[config.mk]
export PLATFORM = sky130hd
export DESIGN_NAME = multi_debouncer
export DESIGN_NICKNAME = d
export VERILOG_FILES = /design/src/rtl/multi_debouncer_pkg.sv /design/src/rtl/debounce_channel.sv /design/src/rtl/multi_debouncer.sv
export SDC_FILE = /design/constraint.sdc
export NUM_CORES = 1
export LEC_CHECK = 0
export CORE_AREA = 4 4 60 57
export DETAILED_ROUTE_END_ITERATION = 12
export DIE_AREA = 0 0 64 61
export PLACE_DENSITY = 0.79
export SYNTH_ARGS = -nofsm -noshare
export SYNTH_HDL_FRONTEND = slang
export SYNTH_HIERARCHICAL = 1
export SYNTH_SLANG_ARGS = --single-unit
[constraint.sdc]
create_clock -name clk -period 2.8 [get_ports clk]
set_input_delay 0.42 -clock clk [delete_from_list [all_inputs] [get_ports clk]]
set_output_delay 0.42 -clock clk [all_outputs]
set_load 0.1 [all_outputs]
[src/rtl/multi_debouncer_pkg.sv]
// multi_debouncer_pkg
// Shared defaults and the counter-width derivation for the multi-channel
// debouncer. Imported by debounce_channel and multi_debouncer.
// Optional feature macro (used in debounce_channel): MULTI_DEBOUNCER_SYNC_EN
package multi_debouncer_pkg;

  localparam int DEFAULT_NUM_CH        = 4;
  localparam int DEFAULT_STABLE_CYCLES = 8;

  // The counter must be able to hold the value STABLE_CYCLES itself for the
  // moment it is compared, even though it never rests there.
  function automatic int cnt_width(input int stable_cycles);
    return $clog2(stable_cycles + 1);
  endfunction

endpackage

[src/rtl/debounce_channel.sv]
// debounce_channel
// One debounced input: optional two-flop synchronizer, qualification
// counter, registered level and registered rise/fall pulses.
// Build option: MULTI_DEBOUNCER_SYNC_EN adds a two-flop synchronizer in
// front of the comparator (adds two cycles of latency).
// Ports:
//   clk       - rising-edge clock
//   reset     - synchronous active-high reset
//   sample_en - sampling qualifier; counter and level hold while low
//   in        - raw input level
//   out       - debounced level
//   rise/fall - one-cycle pulses coinciding with out's new value
module debounce_channel
  import multi_debouncer_pkg::*;
#(
  parameter int STABLE_CYCLES = DEFAULT_STABLE_CYCLES
) (
  input  logic clk,
  input  logic reset,
  input  logic sample_en,
  input  logic in,
  output logic out,
  output logic rise,
  output logic fall
);

  localparam int CW = cnt_width(STABLE_CYCLES);
  localparam logic [CW-1:0] TARGET = CW'(STABLE_CYCLES);

  logic          s;
  logic [CW-1:0] cnt;
  logic [CW-1:0] cnt_inc;

`ifdef MULTI_DEBOUNCER_SYNC_EN
  logic sync1;
  logic sync2;

  // The synchronizer runs every cycle, independent of sample_en, so the
  // qualifier only gates the decision logic, never metastability settling.
  always_ff @(posedge clk) begin
    if (reset) begin
      sync1 <= 1'b0;
      sync2 <= 1'b0;
    end else begin
      sync1 <= in;
      sync2 <= sync1;
    end
  end

  assign s = sync2;
`else
  assign s = in;
`endif

  assign cnt_inc = cnt + CW'(1);

  // Any sample that agrees with the current level restarts qualification;
  // reaching TARGET disagreeing samples flips the level and emits a pulse
  // in the same cycle the new level appears. Reset clears the level
  // without producing a pulse.
  always_ff @(posedge clk) begin
    if (reset) begin
      cnt  <= '0;
      out  <= 1'b0;
      rise <= 1'b0;
      fall <= 1'b0;
    end else begin
      rise <= 1'b0;
      fall <= 1'b0;
      if (sample_en) begin
        if (s != out) begin
          if (cnt_inc == TARGET) begin
            cnt  <= '0;
            out  <= ~out;
            rise <= ~out;
            fall <= out;
          end else begin
            cnt <= cnt_inc;
          end
        end else begin
          cnt <= '0;
        end
      end
    end
  end

endmodule

[src/rtl/multi_debouncer.sv]
// multi_debouncer
// NUM_CH independent debouncers sharing a clock, reset and sample qualifier.
// Build option: MULTI_DEBOUNCER_SYNC_EN (handled per channel) inserts a
// two-flop synchronizer on every input.
// Ports:
//   clk       - rising-edge clock
//   reset     - synchronous active-high reset
//   sample_en - sampling qualifier, tie high to sample every cycle
//   in        - raw per-channel inputs
//   out       - debounced levels (registered)
//   rise      - per-channel 0->1 pulses (registered)
//   fall      - per-channel 1->0 pulses (registered)
//   any_edge  - OR of all rise and fall bits
module multi_debouncer
  import multi_debouncer_pkg::*;
#(
  parameter int NUM_CH        = DEFAULT_NUM_CH,
  parameter int STABLE_CYCLES = DEFAULT_STABLE_CYCLES
) (
  input  logic              clk,
  input  logic              reset,
  input  logic              sample_en,
  input  logic [NUM_CH-1:0] in,
  output logic [NUM_CH-1:0] out,
  output logic [NUM_CH-1:0] rise,
  output logic [NUM_CH-1:0] fall,
  output logic              any_edge
);

  for (genvar i = 0; i < NUM_CH; i++) begin : g_ch
    debounce_channel #(
      .STABLE_CYCLES(STABLE_CYCLES)
    ) u_ch (
      .clk      (clk),
      .reset    (reset),
      .sample_en(sample_en),
      .in       (in[i]),
      .out      (out[i]),
      .rise     (rise[i]),
      .fall     (fall[i])
    );
  end

  // Pulses are already registered, so this summary lands in the same cycle.
  assign any_edge = |(rise | fall);

endmodule

After elaboration in Yosys (flattened, before gate mapping)
Cells that the tools add are included.

operators by class
  $add $sub $neg = 4
  $mul = 0
  divide/modulo/power cells = 0
  magnitude comparators = 0
  equality and inequality tests = 8
  shift-type cells = 0
  multiplexer cells = 8
  bitwise logic cells = 14
  reduce and logical (&&, ||, !) cells = 9

operator list
  operator             count
  $mux 4               8
  $reduce_or 4->1      5
  $add 4x1->4 const B  4
  $eq 4x4->1 const B   4
  $not 1->1            13
  $reduce_and 3->1     4
  $ne 1x1->1           4
  $or 4x4->4           1

storage, ports and cells
  bits in registers = 28
  bits in latches = 0
  bits in writable memories = 0
  bits in read-only memories = 0
  input bits = 7
  logic and storage cells = 59
  memories = 0

Longest topological paths before layout
  depth after elaboration = 4
  mapped depth = 5
  depth with buffers taken out = 5

Modules after synthesis
The synthesis kept the hierarchy.

by module, submodules not included
  module            times used  cells each  area an instance (um2)
  debounce_channel  4           37          332.8
  multi_debouncer   1           3           16.3

Worst setup path after synthesis
Ideal clock, no wire load.

  path kind = reg2out
  from = register g_ch[0].u_ch.fall
  to = output any_edge
  arrival time = 1,772 ps
  required time = 2,380 ps
  path slack = 608 ps
  stages on the path, launching flop included = 3
  path through = dfxtp_1 > nor4_1 > nand2_1

on the way
  word-level cells in the longest chain between the ends = 2

ends and longest elaborated chain
  what                    RTL line                RTL
  start, declared         debounce_channel.sv:24  output logic fall
  start signal, assigned  debounce_channel.sv:76  fall <= out;
  $or 4x4->4              multi_debouncer.sv:45   assign any_edge = |(rise | fall);
  $reduce_or 4->1         multi_debouncer.sv:45
  end, declared           multi_debouncer.sv:27   output logic any_edge

No other way between the ends.

Worst setup path after layout
Same ends and word-level chain as after synthesis.

==> implementation parameters <==
Parameter                              Value

STA
  Final WS setup    roughly 0.94 ns
  Fin crit share    between 60% and 70%
  Post-route clock skew    just over 0.007 ns
  Achievable clock frequency    ~540 MHz
  Setup Viol. Count Final    0
  Relative slew slack    between 40% and 50%
  Measured slew at the worst slew-check pin    about 0.79 ns
  Number of failing hold endpoints at the final stage    0
  Minimum period implied by the final worst setup slack    roughly 1.9 ns
  Final sum of negative setup slack    0 ns
  Unrepaired setup endpoints after global routing    false
  Final max-slew violation count    0

Synth
  Synthesized area    roughly 0.0013 mm2
  Top area cells in the synthesized netlist    dfxtp_1 42%, a21oi_1 5.9%, nand2_1 5.8%
  Syn. warnings    6
  FF+latch count, synth    28
  Synthesized area per cell    8.92 um2
  Number of nets in the synthesized netlist    162
  Cell type contributing the most total cell area after synthesis    dfxtp_1
  Share of the synthesized area in the top cell type    ~42%
  Number of distinct library cells after synthesis    20
  Share of synthesized area occupied by flip-flops and latches    41.6%
  Post-Synthesis Cells    around 150

Floorplan
  Die Area    approximately 0.0039 mm2
  Chip width    ~64 um
  Initial Utilization    between 40% and 50%
  Area of the core    around 0.0027 mm2
  Number of I/O pins    20
  Chip Height    61 um
  Row count    18

Clock network
  Number of buffers inserted during clock tree synthesis    3
  Clock insertion delay at the later pin of the skew report    ~0.33 ns
  Number of levels the H-tree was split into    1
  Hold-fix buffers at CTS    0
  Clock slew at the register clock pins of the worst setup and hold paths    0.15 ns
  Clock Sink Count    28
  Number of gates resized after CTS    0
  Number of buffers on the longest clock path    2
  Setup fix buffers added after clock tree synthesis    0
  CTS tree    yes
  Clock root buffer    clkbuf_4

Routing
  Routed wire length    ~2800 um
  DR DRC count    0
  Detailed router's first-iteration violation count    around 110
  TritonRoute pass-1 iters    4
  WL per Instance    between 10 and 15 um
  Remaining number of nets flagged by the antenna check after routing    0
  Via density per instance    5.56
  Total vias in the final route    1202

Cells and area
  Layout overhead on the synthesized area    20.4%
  Ant diodes    0
  Highest-count cells in the layout ignoring fill and taps    28 x dfxtp_1, 21 x nand2_1, 16 x a21oi_1
  Fill cells    between 200 and 250
  Most common cell after layout, fill and taps aside    dfxtp_1
  Area taken by multi-input logic gates    ~770 um2
  Final Net Count    around 190
  Fraction of final layout cells sized beyond drive strength 1    13.1%
  Area occupied by registers    561 um2

Global route
  Overall Global Routing Usage    between 10% and 20%
  First-pass GRT wire length    between 4000 and 5000 um
  Overflow left after global routing    0
  Number of global-route vias before repair    ~1.2k
  Pin count of the biggest net entering global routing    24
  Initial antenna violation count    0

Placed design
  Worst setup slack after placement    roughly 0.66 ns
  Post-detail-place hpwl    2130 um
  Count of buffers from port buffering    19
  Routability congestion estimate    between 0.8 and 0.9

Worst setup path
  Arrival time reported for the critical path endpoint    roughly 1.4 ns
  Path type of the worst setup path    reg -> out
  Kind of start point of the critical path    register
  Crit end category    output port
  R2R setup slack    1.19 ns
  Worst-path maximum fanout    2
  Crit path required time    between 2 and 2.5 ns

Job
  Number of max-capacitance violations reported    0

Power
  Worst vdd ir    between 0.0002 and 0.0003 V
  Sequential cell fraction of total power    ~56%
  Leakage power of the design    0.585 nW
  Psw    0.152 mW
  Pwr per Cell Area    roughly 450 mW/mm2
  Fraction of power consumed by combinational cells    under 10%
  Relative contribution of the clock network to total power    36.2%
  Switching Share    a little over a fifth
  Pint    approximately 0.57 mW

Hold path
  Type of the worst min-delay path    reg -> reg

Run status
  Result of the run    finished, final reports clean
## synthesized netlist by cell type (all sizes together)
cell type / n
ha: 4
dfxtp: 28
or2b: 4
nor2: 4
nand3b: 4
or4: 4
nand2b: 8
and4: 4
nand3: 8
mux2i: 4
nand4b: 4
xnor2: 8
a311o: 4
inv: 4
a31oi: 4
xor2: 4
nor4: 10
nand2: 21
o21ai: 4
a21oi: 16
## flip-flops by register name (all words and copies together) (netlist names)
register	count
g_ch.u_ch/out	4
g_ch.u_ch/rise	4
g_ch.u_ch/fall	4
g_ch.u_ch/cnt	16
## final cells by class
cell class / count / area share (%)
multi-input cells: 119 / 47.6
flip-flops and latches: 28 / 34.5
repair buffers: 21 / 10.6
well taps: 40 / 3.08
clock inverters: 1 / 1.85
clock buffers: 3 / 1.39
inverters: 4 / 0.925
## path summary, 6_finish.rpt
path,cells after the start,startpoint,to
max,3,g_ch[0].u_ch/fall,any_edge
min reg2reg,2,g_ch[1].u_ch/cnt[1],g_ch[1].u_ch/cnt[1]
min,2,g_ch[1].u_ch/cnt[1],g_ch[1].u_ch/cnt[1]
max reg2reg,4,g_ch[3].u_ch/out,g_ch[3].u_ch/cnt[3]
## stage by stage
step / area, um2 / std cells / hold WS (ns) / total power [mW] / utilization (%)
floorplan: 1350 / 151 / 0.454 / 0.440 / -
CTS: 1620 / 216 / 0.501 / 0.729 / 59.6
detailed placement: 1570 / 212 / 0.481 / 0.470 / 57.6
finish: 1620 / 216 / 0.498 / 0.723 / 59.6
global route: 1620 / 216 / 0.525 / 0.751 / 59.6
global placement: 1570 / 212 / 0.474 / 0.468 / 57.6
## logic make-up after synthesis
| group | after synthesis | share of synthesized area, % |
|---|---|---|
| compound gates | 28 | 12.6 |
| xor+xnor | 12 | 7.80 |
| fa+ha+maj | 4 | 3.71 |
| buf+inv | 4 | 1.11 |
| flops | 28 | 41.6 |
| mux | 4 | 2.97 |
| simple gates | 71 | 30.2 |
## power by group through the flow
stage	Sequential, mW	Combinational [mW]	Clock [mW]
2_1_floorplan	0.415	0.0252	0
3_3_place_gp	0.416	0.0517	0
3_5_place_dp	0.416	0.0535	0
4_1_cts	0.408	0.0538	0.267
5_1_grt	0.409	0.0610	0.281
6_report	0.408	0.0533	0.262
## layer usage
layer | vias to the layer above | GRT usage [%] | share of wire, %
met3 | 8 | 4.63 | 4.8
met5 | - | 0 | 0
li1 | 608 | - | -
met2 | 31 | 28.0 | 48
met1 | 555 | 17.8 | 44
met4 | 0 | 8.00 | 3.3
## critical path, cell delays in order (launching register included)
cell and delay [ns]:
dfxtp_1 0.37, nor4_1 0.41, nand2_1 0.10, buf_4 0.24
(Power assumes the default switching activity.)
